<file path="src/rtl/jpeg_stream_sink_if.sv">
// jpeg_stream_sink_if: encoder word input and byte output handshake.
// master drives words and byte_ready; slave produces the byte stream.
interface jpeg_stream_sink_if;
   logic [31:0] JPEG_bitstream;
   logic        data_ready;
   logic [4:0]  end_of_file_bitstream_count;
   logic        eof_data_partial_ready;
   logic [7:0]  byte_data;
   logic        byte_valid;
   logic        byte_ready;
   logic        byte_last;

   modport master (
      output JPEG_bitstream,
      output data_ready,
      output end_of_file_bitstream_count,
      output eof_data_partial_ready,
      output byte_ready,
      input  byte_data,
      input  byte_valid,
      input  byte_last
   );

   modport slave (
      input  JPEG_bitstream,
      input  data_ready,
      input  end_of_file_bitstream_count,
      input  eof_data_partial_ready,
      input  byte_ready,
      output byte_data,
      output byte_valid,
      output byte_last
   );
endinterface

</file>
<file path="src/rtl/jpeg_stream_sink.sv">
// jpeg_stream_sink: buffers 32-bit encoder words and serialises them
// to bytes, flushing the final partial word and an optional EOI marker.
module jpeg_stream_sink #(
   parameter int DEPTH      = 8,
   parameter bit APPEND_EOI = 1'b1
) (
   input  logic              clk,
   input  logic              rst,
   jpeg_stream_sink_if.slave bus,
   output logic              overflow,
   output logic [6:0]        fifo_level
);
   localparam int AW = $clog2(DEPTH);

   typedef enum logic [1:0] {
      STREAM, PARTIAL, EOI_FF, EOI_D9
   } state_t;

   state_t        state, state_n;
   logic [31:0]   mem [DEPTH];
   logic [AW-1:0] wr_ptr, rd_ptr;
   logic [6:0]    fifo_cnt;
   logic [31:0]   sh, sh_n;
   logic [2:0]    cnt, cnt_n;
   logic [31:0]   eof_word;
   logic [4:0]    eof_cnt;
   logic          pend;
   logic          fifo_empty, full, wr_en, pop;
   logic          clr_pend, refill, take, sh_word;
   logic [5:0]    eof_sum;
   logic [2:0]    eof_bytes;
   logic [31:0]   eof_forced;

   // A word sitting in the shifter still counts against capacity,
   // so a stalled sink holds exactly DEPTH words.
   assign fifo_empty = (fifo_cnt == 7'd0);
   assign sh_word    = (state == STREAM) && (cnt != 3'd0);
   assign fifo_level = fifo_cnt + {6'd0, sh_word};
   assign full       = (fifo_level == 7'(DEPTH));
   assign wr_en      = bus.data_ready && !full;
   assign take       = bus.byte_valid && bus.byte_ready;

   // Partial word: ceil(count/8) bytes, bits past count forced to 1.
   assign eof_sum    = {1'b0, eof_cnt} + 6'd7;
   assign eof_bytes  = eof_sum[5:3];
   assign eof_forced = eof_word | (32'hFFFF_FFFF >> eof_cnt);

   // Byte outputs come straight from registers so they hold while stalled.
   always_comb begin
      bus.byte_valid = (cnt != 3'd0);
      bus.byte_data  = sh[31:24];
      bus.byte_last  = 1'b0;
      unique case (state)
         STREAM: bus.byte_last = !APPEND_EOI && (cnt == 3'd1)
                                 && fifo_empty && pend
                                 && (eof_cnt == 5'd0);
         PARTIAL: bus.byte_last = !APPEND_EOI && (cnt == 3'd1);
         EOI_FF: begin
            bus.byte_valid = 1'b1;
            bus.byte_data  = 8'hFF;
         end
         EOI_D9: begin
            bus.byte_valid = 1'b1;
            bus.byte_data  = 8'hD9;
            bus.byte_last  = 1'b1;
         end
      endcase
   end

   // Next state: refill the shifter in the same cycle the last byte
   // leaves it, so the stream has no bubbles at boundaries.
   always_comb begin
      state_n  = state;
      sh_n     = sh;
      cnt_n    = cnt;
      pop      = 1'b0;
      clr_pend = 1'b0;
      refill   = 1'b0;
      unique case (state)
         STREAM: begin
            if (cnt == 3'd0 || (cnt == 3'd1 && take)) begin
               refill = 1'b1;
            end else if (take) begin
               sh_n  = {sh[23:0], 8'h00};
               cnt_n = cnt - 3'd1;
            end
         end
         PARTIAL: begin
            if (take && cnt == 3'd1) begin
               clr_pend = 1'b1;
               if (APPEND_EOI) begin
                  state_n = EOI_FF;
                  sh_n    = {sh[23:0], 8'h00};
                  cnt_n   = 3'd0;
               end else begin
                  refill = 1'b1;
               end
            end else if (take) begin
               sh_n  = {sh[23:0], 8'h00};
               cnt_n = cnt - 3'd1;
            end
         end
         EOI_FF: begin
            if (take) state_n = EOI_D9;
         end
         EOI_D9: begin
            if (take) refill = 1'b1;
         end
      endcase
      if (refill) begin
         if (!fifo_empty) begin
            pop     = 1'b1;
            sh_n    = mem[rd_ptr];
            cnt_n   = 3'd4;
            state_n = STREAM;
         end else if (pend && !clr_pend) begin
            if (eof_bytes != 3'd0) begin
               sh_n    = eof_forced;
               cnt_n   = eof_bytes;
               state_n = PARTIAL;
            end else begin
               clr_pend = 1'b1;
               sh_n     = {sh[23:0], 8'h00};
               cnt_n    = 3'd0;
               state_n  = APPEND_EOI ? EOI_FF : STREAM;
            end
         end else begin
            sh_n    = {sh[23:0], 8'h00};
            cnt_n   = 3'd0;
            state_n = STREAM;
         end
      end
   end

   // FSM state and byte shifter.
   always_ff @(posedge clk or posedge rst) begin
      if (rst) begin
         state <= STREAM;
         sh    <= 32'd0;
         cnt   <= 3'd0;
      end else begin
         state <= state_n;
         sh    <= sh_n;
         cnt   <= cnt_n;
      end
   end

   // FIFO storage; pointers below define what is valid.
   always_ff @(posedge clk) begin
      if (wr_en) mem[wr_ptr] <= bus.JPEG_bitstream;
   end

   // FIFO pointers and occupancy.
   always_ff @(posedge clk or posedge rst) begin
      if (rst) begin
         wr_ptr   <= '0;
         rd_ptr   <= '0;
         fifo_cnt <= 7'd0;
      end else begin
         if (wr_en) wr_ptr <= wr_ptr + AW'(1);
         if (pop) rd_ptr <= rd_ptr + AW'(1);
         fifo_cnt <= fifo_cnt + 7'(wr_en) - 7'(pop);
      end
   end

   // EOF capture; a new EOF may land as the old one retires.
   always_ff @(posedge clk or posedge rst) begin
      if (rst) begin
         pend     <= 1'b0;
         eof_word <= 32'd0;
         eof_cnt  <= 5'd0;
      end else if (bus.eof_data_partial_ready
                   && !(pend && !clr_pend)) begin
         pend     <= 1'b1;
         eof_word <= bus.JPEG_bitstream;
         eof_cnt  <= bus.end_of_file_bitstream_count;
      end else if (clr_pend) begin
         pend <= 1'b0;
      end
   end

   // Sticky flag for any dropped word or EOF.
   always_ff @(posedge clk or posedge rst) begin
      if (rst) begin
         overflow <= 1'b0;
      end else if ((bus.data_ready && full)
                   || (bus.eof_data_partial_ready
                       && pend && !clr_pend)) begin
         overflow <= 1'b1;
      end
   end
endmodule
</file>
<file path="src/flat_wrapper.sv">
// flat-port wrapper written by rule: the top's interface ports become plain ports
module jpeg_stream_sink_flat 
#(
   parameter int DEPTH      = 8,
   parameter bit APPEND_EOI = 1'b1
)
  (clk, rst, overflow, fifo_level, bus_JPEG_bitstream, bus_data_ready, bus_end_of_file_bitstream_count, bus_eof_data_partial_ready, bus_byte_ready, bus_byte_data, bus_byte_valid, bus_byte_last);
  jpeg_stream_sink_if bus_i ();
  input  logic clk;
  input  logic rst;
  output logic overflow;
  output logic [6:0] fifo_level;
  input wire logic [$bits(bus_i.JPEG_bitstream)-1:0] bus_JPEG_bitstream;
  input wire logic [$bits(bus_i.data_ready)-1:0] bus_data_ready;
  input wire logic [$bits(bus_i.end_of_file_bitstream_count)-1:0] bus_end_of_file_bitstream_count;
  input wire logic [$bits(bus_i.eof_data_partial_ready)-1:0] bus_eof_data_partial_ready;
  input wire logic [$bits(bus_i.byte_ready)-1:0] bus_byte_ready;
  output wire logic [$bits(bus_i.byte_data)-1:0] bus_byte_data;
  output wire logic [$bits(bus_i.byte_valid)-1:0] bus_byte_valid;
  output wire logic [$bits(bus_i.byte_last)-1:0] bus_byte_last;
  assign bus_i.JPEG_bitstream = bus_JPEG_bitstream;
  assign bus_i.data_ready = bus_data_ready;
  assign bus_i.end_of_file_bitstream_count = bus_end_of_file_bitstream_count;
  assign bus_i.eof_data_partial_ready = bus_eof_data_partial_ready;
  assign bus_i.byte_ready = bus_byte_ready;
  assign bus_byte_data = bus_i.byte_data;
  assign bus_byte_valid = bus_i.byte_valid;
  assign bus_byte_last = bus_i.byte_last;
  jpeg_stream_sink #(.DEPTH(DEPTH), .APPEND_EOI(APPEND_EOI)) u_core (.clk(clk), .rst(rst), .bus(bus_i), .overflow(overflow), .fifo_level(fifo_level));
endmodule
</file>
<file path="config.mk">
export PLATFORM = sky130hd
export DESIGN_NAME = jpeg_stream_sink_flat
export DESIGN_NICKNAME = d
export VERILOG_FILES = /design/src/rtl/jpeg_stream_sink_if.sv /design/src/rtl/jpeg_stream_sink.sv /design/src/flat_wrapper.sv
export SDC_FILE = /design/constraint.sdc
export NUM_CORES = 1
export LEC_CHECK = 0
export ABC_AREA = 0
export CAP_MARGIN = 20
export CORE_UTILIZATION = 30
export CTS_CLUSTER_SIZE = 40
export DETAILED_ROUTE_END_ITERATION = 8
export MAX_ROUTING_LAYER = met4
export PLACE_DENSITY = 0.48
export SYNTH_ARGS = -nofsm -noshare
export SYNTH_HDL_FRONTEND = slang
export SYNTH_SLANG_ARGS = --single-unit
</file>
<file path="constraint.sdc">
create_clock -name clk -period 11.7 [get_ports clk]
set_clock_uncertainty 0.2 [all_clocks]
set_input_delay 1.755 -clock clk [delete_from_list [all_inputs] [get_ports clk]]
set_output_delay 1.755 -clock clk [all_outputs]
set_load 0.02 [all_outputs]
</file>
* Word level (Yosys, flattened, before mapping)
Memory sizes are Yosys's and may differ from the RTL's.
Index checks and enable logic that the tools add are counted.
** Cells by class
- Eq/ne operators :: 8
- Bitwise logic cells :: 1
- Shift-type cells :: 1
- $add $sub $neg :: 7
- Reduce and logical (&&, ||, !) cells :: 27
- Multiplexer cells :: 41
** Operator list (number)
- $mux W32 :: 7
- $pmux W32 S2 :: 1
- $or A32 B32 Y32 :: 1
- $shr A32 B5 Y32 const A :: 1
- $mux W3 :: 7
- $mux W1 :: 16
- $pmux W8 S2 :: 1
- $add A7 B1 Y7 :: 2
- $mux W2 :: 6
- $reduce_bool A3 Y1 :: 4
- $logic_and A1 B1 Y1 :: 10
- $eq A7 B4 Y1 const B :: 1
- $logic_not A7 Y1 :: 1
- $sub A7 B1 Y7 :: 1
- $add A3 B1 Y3 const B :: 2
- $add A5 B3 Y6 const B :: 1
- $ne A3 B1 Y1 const B :: 2
- $pmux W3 S2 :: 1
- $eq A2 B2 Y1 const B :: 2
- $logic_not A1 Y1 :: 4
- $pmux W2 S2 :: 1
- $eq A3 B1 Y1 const B :: 1
- $logic_not A3 Y1 :: 1
- $ne A3 B2 Y1 const B :: 1
- other kinds (9) :: 10
** Word-level totals
- Memories :: 1
- Register bits :: 89
- Output and inout bits :: 18
- Word-level logic and storage cells :: 96
- Input bits :: 42
- RAM bits :: 256
** Memory list
- u_core.mem :: words 8, bits a word 32, read ports 1, clocked after Yosys merged registers in 0, write ports 1, RTL line jpeg_stream_sink.sv:20 : logic [31:0] mem [DEPTH];

* Longest topological paths before layout
Gate-level depths: netlist of the first run.
- Depth in word-level cells :: 17
- Depth in mapped cells :: 19
- Gate-level depth less buffers :: 18

* Least setup slack after synthesis of the first run
No wires, ideal clock.
- Path type :: reg-to-reg
- From :: reg u_core.state[1]
- To :: mem u_core.mem[0][0], enable pin
- Setup time :: 0.461 ns
- Arrival :: 4.628 ns
- Required time :: 11.039 ns
- Period minus slack after synthesis :: 5.289 ns
- Path buffers :: 1
- Path slack :: 6.411 ns
- Stages on the path, launching flop included :: 14
- Cells stage by stage :: dfrtp_1 clkbuf_1 inv_1 ha_1 inv_1 a21oi_1 ha_1 ha_1 nand3_1 xnor2_1 o41ai_1 inv_1 nand2b_1 nor3_1
** Between the ends
- Cells in the longest elaborated chain, start to end :: 8
** Ends and longest elaborated chain
- from (decl) :: RTL line jpeg_stream_sink.sv:19 : state_t state, state_n;
- from (signal assigned) :: RTL line jpeg_stream_sink.sv:142 : state <= state_n;
- $logic_not A2 Y1 :: RTL line jpeg_stream_sink.sv:37 : assign sh_word = (state == STREAM) && (cnt != 3'd0);
- $logic_and A1 B1 Y1 :: RTL line jpeg_stream_sink.sv:37
- $add A7 B1 Y7 :: RTL line jpeg_stream_sink.sv:38 : assign fifo_level = fifo_cnt + {6'd0, sh_word};
- via fifo_level[6] :: RTL line flat_wrapper.sv:12 : output logic [6:0] fifo_level;
- $eq A7 B4 Y1 :: RTL line jpeg_stream_sink.sv:39 : assign full = (fifo_level == 7'(DEPTH));
- $logic_not A1 Y1 :: RTL line jpeg_stream_sink.sv:40 : assign wr_en = bus.data_ready && !full;
- $logic_and A1 B1 Y1 :: RTL line jpeg_stream_sink.sv:40
- via u_core.wr_en :: RTL line jpeg_stream_sink.sv:28 : logic fifo_empty, full, wr_en, pop;
- $mux W1 :: RTL line jpeg_stream_sink.sv:150 : if (wr_en) mem[wr_ptr] <= bus.JPEG_bitstream;
- $mux W1 (not written as such) :: RTL line jpeg_stream_sink.sv:150
- to (decl) :: RTL line jpeg_stream_sink.sv:20
The timed path passes the listed nets, and every way through them passes these cells.

* Worst setup path after layout of the first run
- From :: in bus_byte_ready
- To :: reg u_core.fifo_cnt[6]
** Between the ends
- Cells in the longest elaborated chain, start to end :: 7
- Elaborated cells on any way between the ends :: 8
- Those cells by class :: add/sub (1); mux (4); reduce/logical (3)
** Ends and longest elaborated chain
- from (decl) :: RTL line flat_wrapper.sv:17 : input wire logic [$bits(bus_i.byte_ready)-1:0] bus_byte_ready;
- $logic_and A1 B1 Y1 (*) :: RTL line jpeg_stream_sink.sv:41 : assign take = bus.byte_valid && bus.byte_ready;
- $logic_and A1 B1 Y1 :: RTL line jpeg_stream_sink.sv:81, jpeg_stream_sink.sv:89
- $logic_or A1 B1 Y1 :: RTL line jpeg_stream_sink.sv:81 : if (cnt == 3'd0 || (cnt == 3'd1 && take)) begin
- $mux W1 :: RTL line jpeg_stream_sink.sv:81
- $pmux W1 S2 (*) :: RTL line jpeg_stream_sink.sv:79 : unique case (state)
- $mux W1 (*) :: RTL line jpeg_stream_sink.sv:110 : if (refill) begin
- $sub A7 B1 Y7 (*) :: RTL line jpeg_stream_sink.sv:162 : fifo_cnt <= fifo_cnt + 7'(wr_en) - 7'(pop);
- to (signal assigned) :: RTL line jpeg_stream_sink.sv:162
- to (decl) :: RTL line jpeg_stream_sink.sv:22 : logic [6:0] fifo_cnt;
Every way passes the cells marked *; elsewhere a longest branch is shown, timed or not.
A chain may end at the register's enable or synchronous reset.

==> results of run 1 <==
[power groups by stage]
| stage | clock network [µW] | registers, µW | logic (µW) |
|---|---|---|---|
| 4_1_cts | 1220 | 1790 | 1320 |
| 3_3_place_gp | 0 | 1810 | 1320 |
| 2_1_floorplan | 0 | 1680 | 976 |
| 6_report | 1180 | 1790 | 1290 |
| 3_5_place_dp | 0 | 1820 | 1320 |
| 5_1_grt | 1270 | 1820 | 1410 |
[layout make-up]
cell class	count	share of cell area
Inverter	24	0.00544
Timing Repair Buffer	78	0.0438
Sequential cell	344	0.582
Clock inverter	14	0.00817
Multi-Input combinational cell	430	0.252
Clock buffer	56	0.0636
Tap cell	607	0.0447
[logic make-up (layout without fill, tap and decap cells)]
kind of cell | count (synthesis) | count (layout) | synth area share
buffers and inverters | 66 | 172 | 0.0206
XOR/XNOR | 14 | 14 | 0.00851
adder cells (fa/ha/maj) | 25 | 25 | 0.0222
multiplexers | 133 | 133 | 0.152
AO/OA/AOI/OAI | 130 | 130 | 0.0656
flip-flops | 344 | 344 | 0.686
AND/OR/NAND/NOR | 128 | 128 | 0.0451
[final timing paths]
path                            slack, ns                         from                            to
worst max register to register       7.29  u_core.state[1]$_DFFE_PP0P_  u_core.fifo_cnt[6]$_DFF_PP0_
min in group asynchronous            1.39                          rst  u_core.fifo_cnt[5]$_DFF_PP0_
worst max-delay path                 6.47               bus_byte_ready  u_core.fifo_cnt[6]$_DFF_PP0_
worst min register to register       0.29  u_core.overflow$_DFFE_PP0P_   u_core.overflow$_DFFE_PP0P_
worst min-delay path                 0.29  u_core.overflow$_DFFE_PP0P_   u_core.overflow$_DFFE_PP0P_
max in group asynchronous            8.81                          rst  u_core.rd_ptr[2]$_DFFE_PP0P_
[per-layer routing]
metal | vias to the layer above | global-route usage
li1 | 3517 | -
met1 | 4094 | 0.197
met2 | 212 | 0.227
met3 | 49 | 0.0382
met4 | 0 | 0.0519
met5 | - | -
[cells in the mapped netlist (11+ instances only)]
library cell                 n  share of area
sky130_fd_sc_hd__edfxtp_1  256           0.53
sky130_fd_sc_hd__dfrtp_1    88           0.15
sky130_fd_sc_hd__mux4_2     64           0.10
sky130_fd_sc_hd__mux2_2     44          0.034
sky130_fd_sc_hd__nand2_1    38         0.0099
sky130_fd_sc_hd__a21oi_1    30          0.010
sky130_fd_sc_hd__nor2_1     28         0.0073
sky130_fd_sc_hd__mux2i_1    25          0.017
sky130_fd_sc_hd__ha_1       24          0.021
sky130_fd_sc_hd__inv_1      24         0.0063
sky130_fd_sc_hd__clkbuf_1   19         0.0049
sky130_fd_sc_hd__a221o_1    15          0.010
sky130_fd_sc_hd__buf_2      15         0.0052
sky130_fd_sc_hd__o22ai_1    13         0.0056
sky130_fd_sc_hd__nor3_1     12         0.0042
sky130_fd_sc_hd__xnor2_1    12         0.0073
sky130_fd_sc_hd__o21ai_0    11         0.0038
[worst reg2reg max path, cell delays in order (launching register included)]
cell and delay [ns]:
sky130_fd_sc_hd__dfrtp_1 0.51, sky130_fd_sc_hd__inv_1 0.10, sky130_fd_sc_hd__ha_1 0.20, sky130_fd_sc_hd__inv_1 0.14
sky130_fd_sc_hd__a21oi_1 0.07, sky130_fd_sc_hd__ha_1 0.23, sky130_fd_sc_hd__ha_1 0.26, sky130_fd_sc_hd__nor3_1 0.21
sky130_fd_sc_hd__a31oi_1 0.08, sky130_fd_sc_hd__o41ai_1 0.80, sky130_fd_sc_hd__inv_1 0.25, sky130_fd_sc_hd__ha_1 0.27
sky130_fd_sc_hd__inv_1 0.08, sky130_fd_sc_hd__fa_1 0.20, sky130_fd_sc_hd__nand2b_1 0.12, sky130_fd_sc_hd__a21oi_1 0.08
sky130_fd_sc_hd__o21a_1 0.20, sky130_fd_sc_hd__o211a_1 0.20, sky130_fd_sc_hd__nor3_1 0.15
[state kept, by name, summed over array words and instances (netlist names), named ones only]
signal,flops
u_core.mem,256
u_core.eof_word,31
u_core.sh,8
u_core.fifo_cnt,7
u_core.eof_cnt,5
u_core.cnt,3
u_core.rd_ptr,3
u_core.wr_ptr,3
u_core.state,2
u_core.overflow,1
u_core.pend,1
[metrics by stage]
step | instance area (µm²) | utilization | hold slack [ns] | std cells
6_report | 17000 | 0.362 | 0.290 | 1553
3_5_place_dp | 15800 | 0.336 | 0.268 | 1482
2_1_floorplan | 14400 | - | 0.245 | 840
5_1_grt | 17000 | 0.362 | 0.309 | 1553
4_1_cts | 17000 | 0.362 | 0.286 | 1552
3_3_place_gp | 15800 | 0.336 | 0.268 | 1482
==> reports/summary.md, run 1 <==
Synthesis produced 840 cells. The number of warnings reported in the yosys synthesis log is 0. Data on the critical path arrives at its endpoint at 5.50 ns.

CTS saw 344 sinks. From synthesis to final layout, the design area changed by 18.0%. The tools report the maximum vdd ir drop as 0.110 mV.

Synthesis-stage register bit count: 344. The first global-routing pass estimated 53,300 µm of wire. In this design, the stage delay of the slowest critical-path cell is 0.61 ns. The die height was 221 µm; the maximum number of pins on one net before global-route repair was 54.

The clock passes through at most 3 buffers. The number of nets in the synthesized netlist is 907. The later pin in the worst-skew pair is clocked with a latency of 0.55 ns. Fill cells in the final layout number 4,403. For the register cell area after layout, the log shows 0.00990 mm². The required time of the worst setup path is 11.97 ns, and the global router's overall resource usage is 0.151. The max capacitance violation total is 0. In this run the core area contains 79 standard-cell rows.

Clock transition at the registers of the reported paths: 0.06 ns. STA classifies the critical path endpoint as a register. The register area share after synthesis came out at 0.686. The proportion of layout cells with a drive suffix above 1 was 0.214.

The share of the cycle needed by the critical path after routing is 0.447, and the reported net switching power is 1380 µW. The wire length on met1 is 15,700 µm, and the area of the core region is 0.0470 mm². The length in cells of the worst reg-to-reg path works out to 18. Prior to clock tree synthesis, the placed netlist has a worst setup slack of 5.94 ns. The wire length reported by the detailed router was 35,100 µm. Cell internal power was estimated by the tool at 2880 µW. The tools report the count of unique library cells instantiated by Yosys as 67. The final number of max-transition violations is 0. The power density normalized to cell area is 250 mW/mm², and the max-slew headroom at the worst pin is 0.252.

The tools report the number of buffers created by CTS as 39. The routed design uses 2080 µm of met3 wire. For the mapped cell area, the log shows 0.0144 mm². The initial cell density of the core was 0.307; the average cell area after synthesis was 17.2 µm².

The worst path needs 5.23 ns of the cycle, external delays included. The per-cell routed wire length is 22.6 µm. The class of the most critical setup path is in2reg. Summing all multi-input logic gate instances after layout gives 0.00429 mm². The via count is 7,872, and the number of setup buffers added after CTS is 0. In this run the top signal layer used is met4. The number of DRC violations after detailed routing is 0, and the I/O pin count is 60. The initial antenna violation count came out at 0.

In the final timing run, aggregate negative setup slack is 0 ns. The most used flip-flop cell after synthesis is sky130_fd_sc_hd__edfxtp_1. The residual antenna-violating net count after detailed routing was 0.

Setup repair after global routing left no endpoint under its margin. The tree is rooted in a sky130_fd_sc_hd__clkbuf_16. The repair_antennas step left the layout with diodes totalling 0. The wire-length estimate of the detail-placed layout is 22,200 µm.

The tools report the via count of the first global-routing pass as 8,131. The critical path depth was 17; the number of setup violations in the final report was 0. In this run, the number of DRC markers left after iteration 0 of detailed routing was 537. The tools report the startpoint type of the worst setup path as an input pin.

The top cell types in the final layout, fill and taps aside, are 256 x sky130_fd_sc_hd__edfxtp_1, 85 x sky130_fd_sc_hd__dfrtp_1, 64 x sky130_fd_sc_hd__mux4_2. Wire segments on met2 add up to 16,500 µm in the final route. The cell count of the worst hold path was 1; the sequential group share of total power was 0.420. Among all stages on the critical path, the largest delay is contributed by sky130_fd_sc_hd__clkdlybuf4s50_1. The total overflow left after global routing is 0. Static timing analysis puts the maximum clock frequency at 191 MHz. The post-layout worst setup margin is 6.47 ns, and the die area is 0.0489 mm². The power share of the clock group is 0.277. The number of H-tree branching levels is 2. The flow ran to the end, and the final reports show no timing, DRC or antenna violations. The critical path goes through clkdlybuf4s50_1, a21oi_1, o41ai_2, buf_4, nand2_1, buf_4, inv_1, ha_1, inv_1, ha_1, inv_1, fa_1, nand2b_1, a21oi_1, o21a_1, nor4_1, nor3_1. The number of hold buffers added after CTS came out at 0. The number of flops mapped to enable cells by yosys is 256. The tightest min-delay check is of the reg2reg type. Quantity of I/O buffers inserted on ports: 59.

Along the worst path, the maximum fanout reaches 26. The congestion estimate from routability-driven global placement came to 0.862. Number of search-and-repair iterations in the first detailed-routing pass: 7. The number of gates resized after CTS was 0.

At the pin with the least slew margin, the transition time is 1.11 ns. TritonCTS built the clock tree. The library cell used most frequently in the layout, excluding fill and tap cells, is sky130_fd_sc_hd__edfxtp_1. Grouping stages by cell kind, the critical path spends the most delay in buffers and inverters. The tools report the share of total power in combinational logic as 0.303.

Using the TritonRoute via totals, the vias-per-cell ratio works out to 5.07. The switching portion of total power came out at 0.323. The die span in x was 221 µm. Counting both buffers and inverters, the worst setup path holds a total of 6. For this design the static power due to leakage is 0.00590 µW. Overall power consumption after layout is estimated at 4260 µW.

The cell repeated most along the worst path was sky130_fd_sc_hd__inv_1. The fraction of registers with async set/reset came out at 0.256. The logs give 0 for the number of hold violations in the final report and 984 for the number of nets in the layout.
(Power assumes the default switching activity.)
==> run 2, diff against run 1 <==
clock period = 4.9 ns   (was 11.7 ns; I/O delays follow)
==> reports/summary.md, run 2 (same netlist as run 1, synthesis figures left out) <==
Class of the most critical setup path: reg2reg (was in2reg). The flop-to-flop setup slack is 0.49 ns (was 7.29 ns). The run gives 227 MHz as the highest clock rate. The die height was 221 µm (unchanged). Setup repair after global routing left no endpoint under its margin. The logs give 0 (unchanged) for the number of DRC violations after detailed routing and 0.495 ns (was 5.94 ns) for the worst setup slack after placement. Max capacitance violation total: 0 (unchanged). Number of buffer and inverter stages on the critical path: 4 (was 6).

Largest registers: u_core.mem: 256 flops, u_core.eof_word: 31 flops, u_core.sh: 8 flops (unchanged). The run gives 0.0171 mm² (was 0.0170 mm²) as the post-layout instance area. The post-CTS resize count is 0 (unchanged), and the share of the cycle needed by the critical path after routing is 0.900. The tools report the die area as 0.0489 mm² (unchanged).

Quantity of I/O buffers inserted on ports: 59 (unchanged). The initial detailed-routing violation count was 561 (was 537). The post-synthesis to final-layout area growth was 18.5% (was 18.0%); the total negative slack was 0 ns (unchanged). The per-cell routed wire length was 22.2 µm (was 22.6 µm). The tools report the hold slack as 0.289 ns (was 0.290 ns).

The delay of the slowest cell on the worst path was 0.79 ns (was 0.61 ns). The number of H-tree branching levels was 2 (unchanged); the proportion of layout cells with a drive suffix above 1 was 0.224 (was 0.214). The number of setup buffers added after CTS was 0 (unchanged); the via count of the first global-routing pass was 8,212 (was 8,131). The static leakage is 0.00593 µW (was 0.00590 µW). The first-pass GRT wire length is 53,300 µm (about the same), and the I/O pin count is 60 (unchanged). The ratio of routed vias to standard cells came out at 4.99 (was 5.07). Residual antenna-violating net count after detailed routing: 0 (unchanged).

The largest register by flop count was u_core.mem (unchanged). The cell type group with the largest total delay on the critical path is compound AO/OA/AOI/OAI gates (was buffers and inverters). The worst-case clock buffer depth was 3 (unchanged); the global routing usage on met2 was 0.227 (about the same). The flip-flop count of the largest register, all copies and words added is 256 (unchanged).

The maximum fanout count along the critical path works out to 10 (was 26). The die span in x is 221 µm (unchanged), and the maximum vdd ir drop is 0.323 mV (was 0.110 mV). The final number of max-transition violations is 0 (unchanged). The tools report the number of hold violations in the final report as 0 (unchanged).

The maximum number of pins on one net before global-route repair is 41 (was 54). Wire length reported by the detailed router: 34,600 µm (was 35,100 µm). The tools report the number of hold buffers added after CTS as 0 (unchanged). The worst path arrival time is 4.66 ns (was 5.50 ns). Counting I/O delays and the setup requirement, the final critical path takes 4.41 ns.

The initial cell density of the core is 0.307 (unchanged), and the number of buffers created by CTS is 39 (unchanged). The worst-margin pin slew is 0.905 ns (was 1.11 ns), and the required time of the worst setup path is 5.15 ns (was 11.97 ns). Crit path cell chain: inv_1, ha_1, inv_1, a21oi_1, ha_1, ha_1, nor3_1, a31oi_1, o41ai_1, inv_1, ha_1, inv_1, fa_1, nand2b_1, a21oi_1, o21a_1, o211a_1, nor3_1 (was clkdlybuf4s50_1, a21oi_1, o41ai_2, buf_4, nand2_1, buf_4, inv_1, ha_1, inv_1, ha_1, inv_1, fa_1, nand2b_1, a21oi_1, o21a_1, nor4_1, nor3_1).

The number of nets in the layout came out at 988 (was 984). The final HPWL from detailed placement was 22,300 µm (was 22,200 µm). The nature of the critical path endpoint was a register (unchanged). TritonCTS built the clock tree. The power density normalized to cell area works out to 593 mW/mm² (was 250 mW/mm²). The flow ran to the end, and the final reports show no timing, DRC or antenna violations. The number of placement rows came out at 79 (unchanged).

The layer carrying the most global-route usage was met2 (unchanged). The initial antenna violation count was 1 (was 0). The met1 routing resource usage after global routing is 0.208 (was 0.197). The number of setup violations in the final report came out at 0 (unchanged). The worst-skew pair later-pin latency was 0.55 ns (about the same). The global-route track usage on met3 came out at 0.0232 (was 0.0382).

The run gives 0.0470 mm² (unchanged) as the area of the core region. The run gives 0.394 (was 0.252) as the max-slew headroom at the worst pin. The most common cell after layout, fill and taps aside is sky130_fd_sc_hd__edfxtp_1 (unchanged).

The startpoint type of the worst setup path was a register (was an input pin). Highest-delay cell along the critical path: sky130_fd_sc_hd__o41ai_1 (was sky130_fd_sc_hd__clkdlybuf4s50_1). The class of the most critical hold timing path is reg2reg (unchanged).

The cell at the root of the clock tree is sky130_fd_sc_hd__clkbuf_16 (unchanged). The global router's overall resource usage is 0.150 (was 0.151), and the number of clock sinks is 344 (unchanged). Most frequent cells in the layout: 256 x sky130_fd_sc_hd__edfxtp_1, 85 x sky130_fd_sc_hd__dfrtp_1, 64 x sky130_fd_sc_hd__mux4_2 (unchanged). The post-layout worst setup margin is 0.490 ns (was 6.47 ns), and the routability congestion estimate from global placement is 0.839 (was 0.862).

For the number of search-and-repair iterations in the first detailed-routing pass, the log shows 5 (was 7). The clock transition at the registers of the reported paths is 0.06 ns (about the same). The total overflow reported by the global router was 0 (unchanged).

The tools report the via count as 7,785 (was 7,872). For the area after detailed placement, the log shows 0.0159 mm² (was 0.0158 mm²).
## run 2: changes by cell type in the layout (fill, tap and decap cells not counted), sizes merged
cell	before	now
buf	19	23
bufinv	3	0
clkinv	11	12
clkinvlp	0	2
diode	0	1
inv	24	25
## run 2: cell type report
class / count / area, µm²
Antenna cell: 1 / 2.50
Multi-Input combinational cell: 430 / 4300
Sequential cell: 344 / 9900
Fill cell: 4365 / 29900
Clock buffer: 56 / 1120
Timing Repair Buffer: 82 / 813
Inverter: 24 / 92.6
Tap cell: 607 / 759
Clock inverter: 15 / 90.1
## run 2: metal layers
layer | share of wire | up-vias | wire (µm)
met5 | 0 | - | 0
met2 | 0.46 | 180 | 16100
met3 | 0.042 | 42 | 1460
met4 | 0.018 | 0 | 635
li1 | - | 3519 | -
met1 | 0.47 | 4044 | 16400
## run 2: worst min-delay path: stages, from the launching register on
cell and delay [ns]:
sky130_fd_sc_hd__dfrtp_1 0.34, sky130_fd_sc_hd__a21oi_1 0.06, sky130_fd_sc_hd__o21ai_0 0.06
## run 2: final timing paths
kind / end / startpoint / cells past startpoint
min in group asynchronous: u_core.eof_cnt[1]$_DFFE_PP0P_ / rst / 2
worst max-delay path: u_core.fifo_cnt[6]$_DFF_PP0_ / u_core.state[1]$_DFFE_PP0P_ / 18
worst min-delay path: u_core.sh[0]$_DFFE_PP0P_ / u_core.sh[0]$_DFFE_PP0P_ / 2
max in group asynchronous: u_core.sh[2]$_DFFE_PP0P_ / rst / 3
worst max register to register: u_core.fifo_cnt[6]$_DFF_PP0_ / u_core.state[1]$_DFFE_PP0P_ / 18
worst min register to register: u_core.sh[0]$_DFFE_PP0P_ / u_core.sh[0]$_DFFE_PP0P_ / 2
## run 2: per-stage QoR
step                power, µW  cells  utilization
global route            10700   1559        0.364
global placement         7510   1487        0.338
finish                  10100   1559        0.364
detailed placement       7520   1487        0.338
CTS                     10300   1558        0.364
floorplan                6330    840            -
## run 2: power breakdown
group          total [µW]  switching (µW)  internal, µW
logic                3090            1600          1490
registers            4300             548          3750
clock network        2740            1140          1590
==> run 3, diff against run 2 <==
clock period = 4.43 ns   (was 4.9 ns; I/O delays follow)
==> reports/summary.md, run 3 (same netlist as run 1, synthesis figures left out) <==
The via count is 7,931 (was 7,785), and the power density normalized to cell area is 666 mW/mm² (was 593 mW/mm²). The run gives 11,500 µW (was 10,100 µW) as the power after layout. The number of hold violations in the final report came out at 0 (unchanged). Worst-skew pair later-pin latency: 0.52 ns (was 0.55 ns). The tools report the total overflow reported by the global router as 0 (unchanged). The number of setup violations in the final report was 0 (unchanged); the power share of the clock group was 0.281 (was 0.270). The total internal power was 7770 µW (was 6840 µW); the number of nets in the layout was 993 (was 988). The endpoint of the worst hold-timing path was u_core.wr_ptr[2]$_DFFE_PP0P_ (was u_core.sh[0]$_DFFE_PP0P_).

The run gives 4.25 ns (was 4.66 ns) as the worst path arrival time. Initial detailed-routing violation count: 579 (was 561). The cell type group with the largest total delay on the critical path is compound AO/OA/AOI/OAI gates (unchanged). The flip-flop count of the largest register, all copies and words added is 256 (unchanged), and the count of inserted antenna diode cells is 0 (was 1). The final period demand of the worst path was 4.03 ns (was 4.41 ns). The area after detailed placement was 0.0160 mm² (was 0.0159 mm²). The number of search-and-repair iterations in the first detailed-routing pass was 5 (unchanged). The number of placement rows is 79 (unchanged). The reported net switching power is 3730 µW (was 3290 µW), and the final cell utilization of the core is 0.368 (was 0.364). Number of fill cells: 4,356 (was 4,365). The run gives 0 (unchanged) as the final number of max-transition violations. Largest registers: u_core.mem: 256 flops, u_core.eof_word: 31 flops, u_core.sh: 8 flops (unchanged). The run gives 0.295 ns (was 0.289 ns) as the hold slack. The highest-delay cell along the critical path is sky130_fd_sc_hd__dfrtp_1 (was sky130_fd_sc_hd__o41ai_1). The cell count of the worst hold path came out at 1 (was 2).

The highest clock rate is 248 MHz (was 227 MHz), and the number of hold buffers added after CTS is 0 (unchanged). The post-layout instance area was 0.0173 mm² (was 0.0171 mm²). The run gives 1 (unchanged) as the initial antenna violation count. The proportion of layout cells with a drive suffix above 1 works out to 0.234 (was 0.224). The routability congestion estimate from global placement is 0.809 (was 0.839). Maximum number of pins on one net before global-route repair: 70 (was 41). The nature of the critical path endpoint is a register (unchanged). The clock transition at the registers of the reported paths was 0.06 ns (about the same). The startpoint type of the worst setup path was a register (unchanged). The post-synthesis to final-layout area growth is 19.9% (was 18.5%), and the die area is 0.0489 mm² (unchanged).

The global router's overall resource usage is 0.149 (was 0.150). The reg-to-reg critical path startpoint was u_core.state[1]$_DFFE_PP0P_ (unchanged). Maximum vdd ir drop: 0.218 mV (was 0.323 mV).

The worst-margin pin slew was 0.986 ns (was 0.905 ns). The via count of the first global-routing pass is 8,097 (was 8,212), and the die height is 221 µm (unchanged). The number of buffer and inverter stages on the critical path came out at 5 (was 4).

The max-slew headroom at the worst pin was 0.343 (was 0.394); the wire length reported by the detailed router was 35,300 µm (was 34,600 µm). The share of the cycle needed by the critical path after routing came out at 0.909 (was 0.900). The run gives 21,900 µm (was 22,300 µm) as the final HPWL from detailed placement.

The largest register by flop count was u_core.mem (unchanged). The maximum fanout count along the critical path works out to 10 (unchanged). Quantity of I/O buffers inserted on ports: 59 (unchanged). Class of the most critical setup path: reg2reg (unchanged). The worst-case clock buffer depth was 3 (unchanged). The length in cells of the worst reg-to-reg path was 19 (was 18). Initial cell density of the core: 0.307 (unchanged). TritonCTS built the clock tree. The ratio of routed vias to standard cells was 5.07 (was 4.99). The tools report the capture instance of the worst register-to-register path as u_core.fifo_cnt[6]$_DFF_PP0_ (unchanged). The start point of the worst min-delay path was u_core.wr_ptr[2]$_DFFE_PP0P_ (was u_core.sh[0]$_DFFE_PP0P_). The number of DRC violations after detailed routing is 0 (unchanged). The run finished with clean final reports. The sequential group share of total power was 0.415 (was 0.425).

The logs give 0.40 ns (was 0.49 ns) for the flop-to-flop setup slack and 53,700 µm (was 53,300 µm) for the first-pass GRT wire length. Most frequent cells in the layout: 256 x sky130_fd_sc_hd__edfxtp_1, 85 x sky130_fd_sc_hd__dfrtp_1, 64 x sky130_fd_sc_hd__mux4_2 (unchanged). The switching portion of total power is 0.324 (was 0.325), and the delay of the slowest cell on the worst path is 0.50 ns (was 0.79 ns). The tools report the max capacitance violation total as 0 (unchanged). The per-cell routed wire length works out to 22.6 µm (was 22.2 µm). Number of clock sinks: 344 (unchanged).

The area of the core region came out at 0.0470 mm² (unchanged). The I/O pin count is 60 (unchanged), and the static leakage is 0.00602 µW (was 0.00593 µW). Crit path cell chain: inv_1, ha_1, inv_1, a21oi_1, ha_1, ha_1, nor3_1, a31oi_1, o41ai_2, buf_4, inv_1, ha_1, inv_1, fa_1, nand2b_1, a21oi_1, o21a_1, o211a_1, nor3_1 (was inv_1, ha_1, inv_1, a21oi_1, ha_1, ha_1, nor3_1, a31oi_1, o41ai_1, inv_1, ha_1, inv_1, fa_1, nand2b_1, a21oi_1, o21a_1, o211a_1, nor3_1). The die span in x is 221 µm (unchanged).

The number of H-tree branching levels was 2 (unchanged). Cell at the root of the clock tree: sky130_fd_sc_hd__clkbuf_16 (unchanged). The required time of the worst setup path was 4.65 ns (was 5.15 ns); the number of buffers created by CTS was 39 (unchanged). The class of the most critical hold timing path was reg2reg (unchanged).

The tools report the residual antenna-violating net count after detailed routing as 0 (unchanged). The share of total power in combinational logic was 0.304 (was 0.305). The most common cell after layout, fill and taps aside was sky130_fd_sc_hd__edfxtp_1 (unchanged).
-- run 3: cell count changes in the layout (fill, tap and decap cells not counted) --
| cell | change |
|---|---|
| sky130_fd_sc_hd__diode_2 | -1 |
| sky130_fd_sc_hd__bufinv_16 | +5 |
| sky130_fd_sc_hd__o41ai_1 | -1 |
| sky130_fd_sc_hd__xnor2_1 | -1 |
| sky130_fd_sc_hd__clkinvlp_4 | +1 |
| sky130_fd_sc_hd__clkbuf_1 | -6 |
| sky130_fd_sc_hd__buf_12 | +5 |
| sky130_fd_sc_hd__xnor2_2 | +1 |
| sky130_fd_sc_hd__clkinv_2 | +3 |
| sky130_fd_sc_hd__clkinv_1 | +2 |
| sky130_fd_sc_hd__o41ai_2 | +1 |
| sky130_fd_sc_hd__inv_6 | +1 |
| sky130_fd_sc_hd__clkbuf_8 | -6 |
-- run 3: power by group through the flow --
stage / clock network [µW] / registers [µW] / logic [µW]
after CTS: 3320 / 4780 / 3560
after floorplan: 0 / 4430 / 2580
after global routing: 3440 / 4860 / 3810
final: 3230 / 4770 / 3500
after detailed placement: 0 / 4840 / 3540
after global placement: 0 / 4840 / 3530
-- run 3: worst max path at each step --
| stage | slack, ns | cells after the start | end | from |
|---|---|---|---|---|
| after CTS | 0.33 | 19 | u_core.fifo_cnt[6]$_DFF_PP0_ | u_core.state[1]$_DFFE_PP0P_ |
| after floorplan | -0.003 | 13 | u_core.mem[1][0]$_DFFE_PP_ | u_core.state[1]$_DFFE_PP0P_ |
| after detailed placement | 0.34 | 19 | u_core.fifo_cnt[6]$_DFF_PP0_ | u_core.state[1]$_DFFE_PP0P_ |
| after global placement | 0.47 | 19 | u_core.fifo_cnt[6]$_DFF_PP0_ | u_core.state[1]$_DFFE_PP0P_ |
| final | 0.40 | 19 | u_core.fifo_cnt[6]$_DFF_PP0_ | u_core.state[1]$_DFFE_PP0P_ |
| after global routing | -0.01 | 19 | u_core.fifo_cnt[6]$_DFF_PP0_ | u_core.state[1]$_DFFE_PP0P_ |
-- run 3: area by class of cell --
type	instances	area [µm²]	area share
clock buffer	44	1020	0.0588
clock inverter	27	279	0.0162
inverter	24	92.6	0.00536
multi-input combinational	430	4320	0.250
sequential	344	9900	0.573
tap	607	759	0.0440
timing repair buffer	87	913	0.0529
-- run 3: repair_timing --
| item | in CTS | in global routing |
|---|---|---|
| gates resized for setup | 0 | 2 |
| endpoints found under the hold margin | 0 | 0 |
| buffers inserted | 0 | 0 |
| setup endpoints to repair | 0 | 1 |
-- run 3: per-stage QoR --
step	setup TNS [ns]	std cells	setup WS, ns
finish	0	1563	0.405
global route	-0.0133	1563	-0.0133
floorplan	-0.162	840	-0.00253
CTS	0	1563	0.327
global placement	0	1492	0.475
detailed placement	0	1492	0.339
-- run 3: per-layer routing --
layer	vias up	share of wire	track usage
li1	3539	-	-
met1	4169	0.49	0.214
met2	174	0.46	0.222
met3	49	0.036	0.0212
met4	0	0.021	0.0379
met5	-	0	-
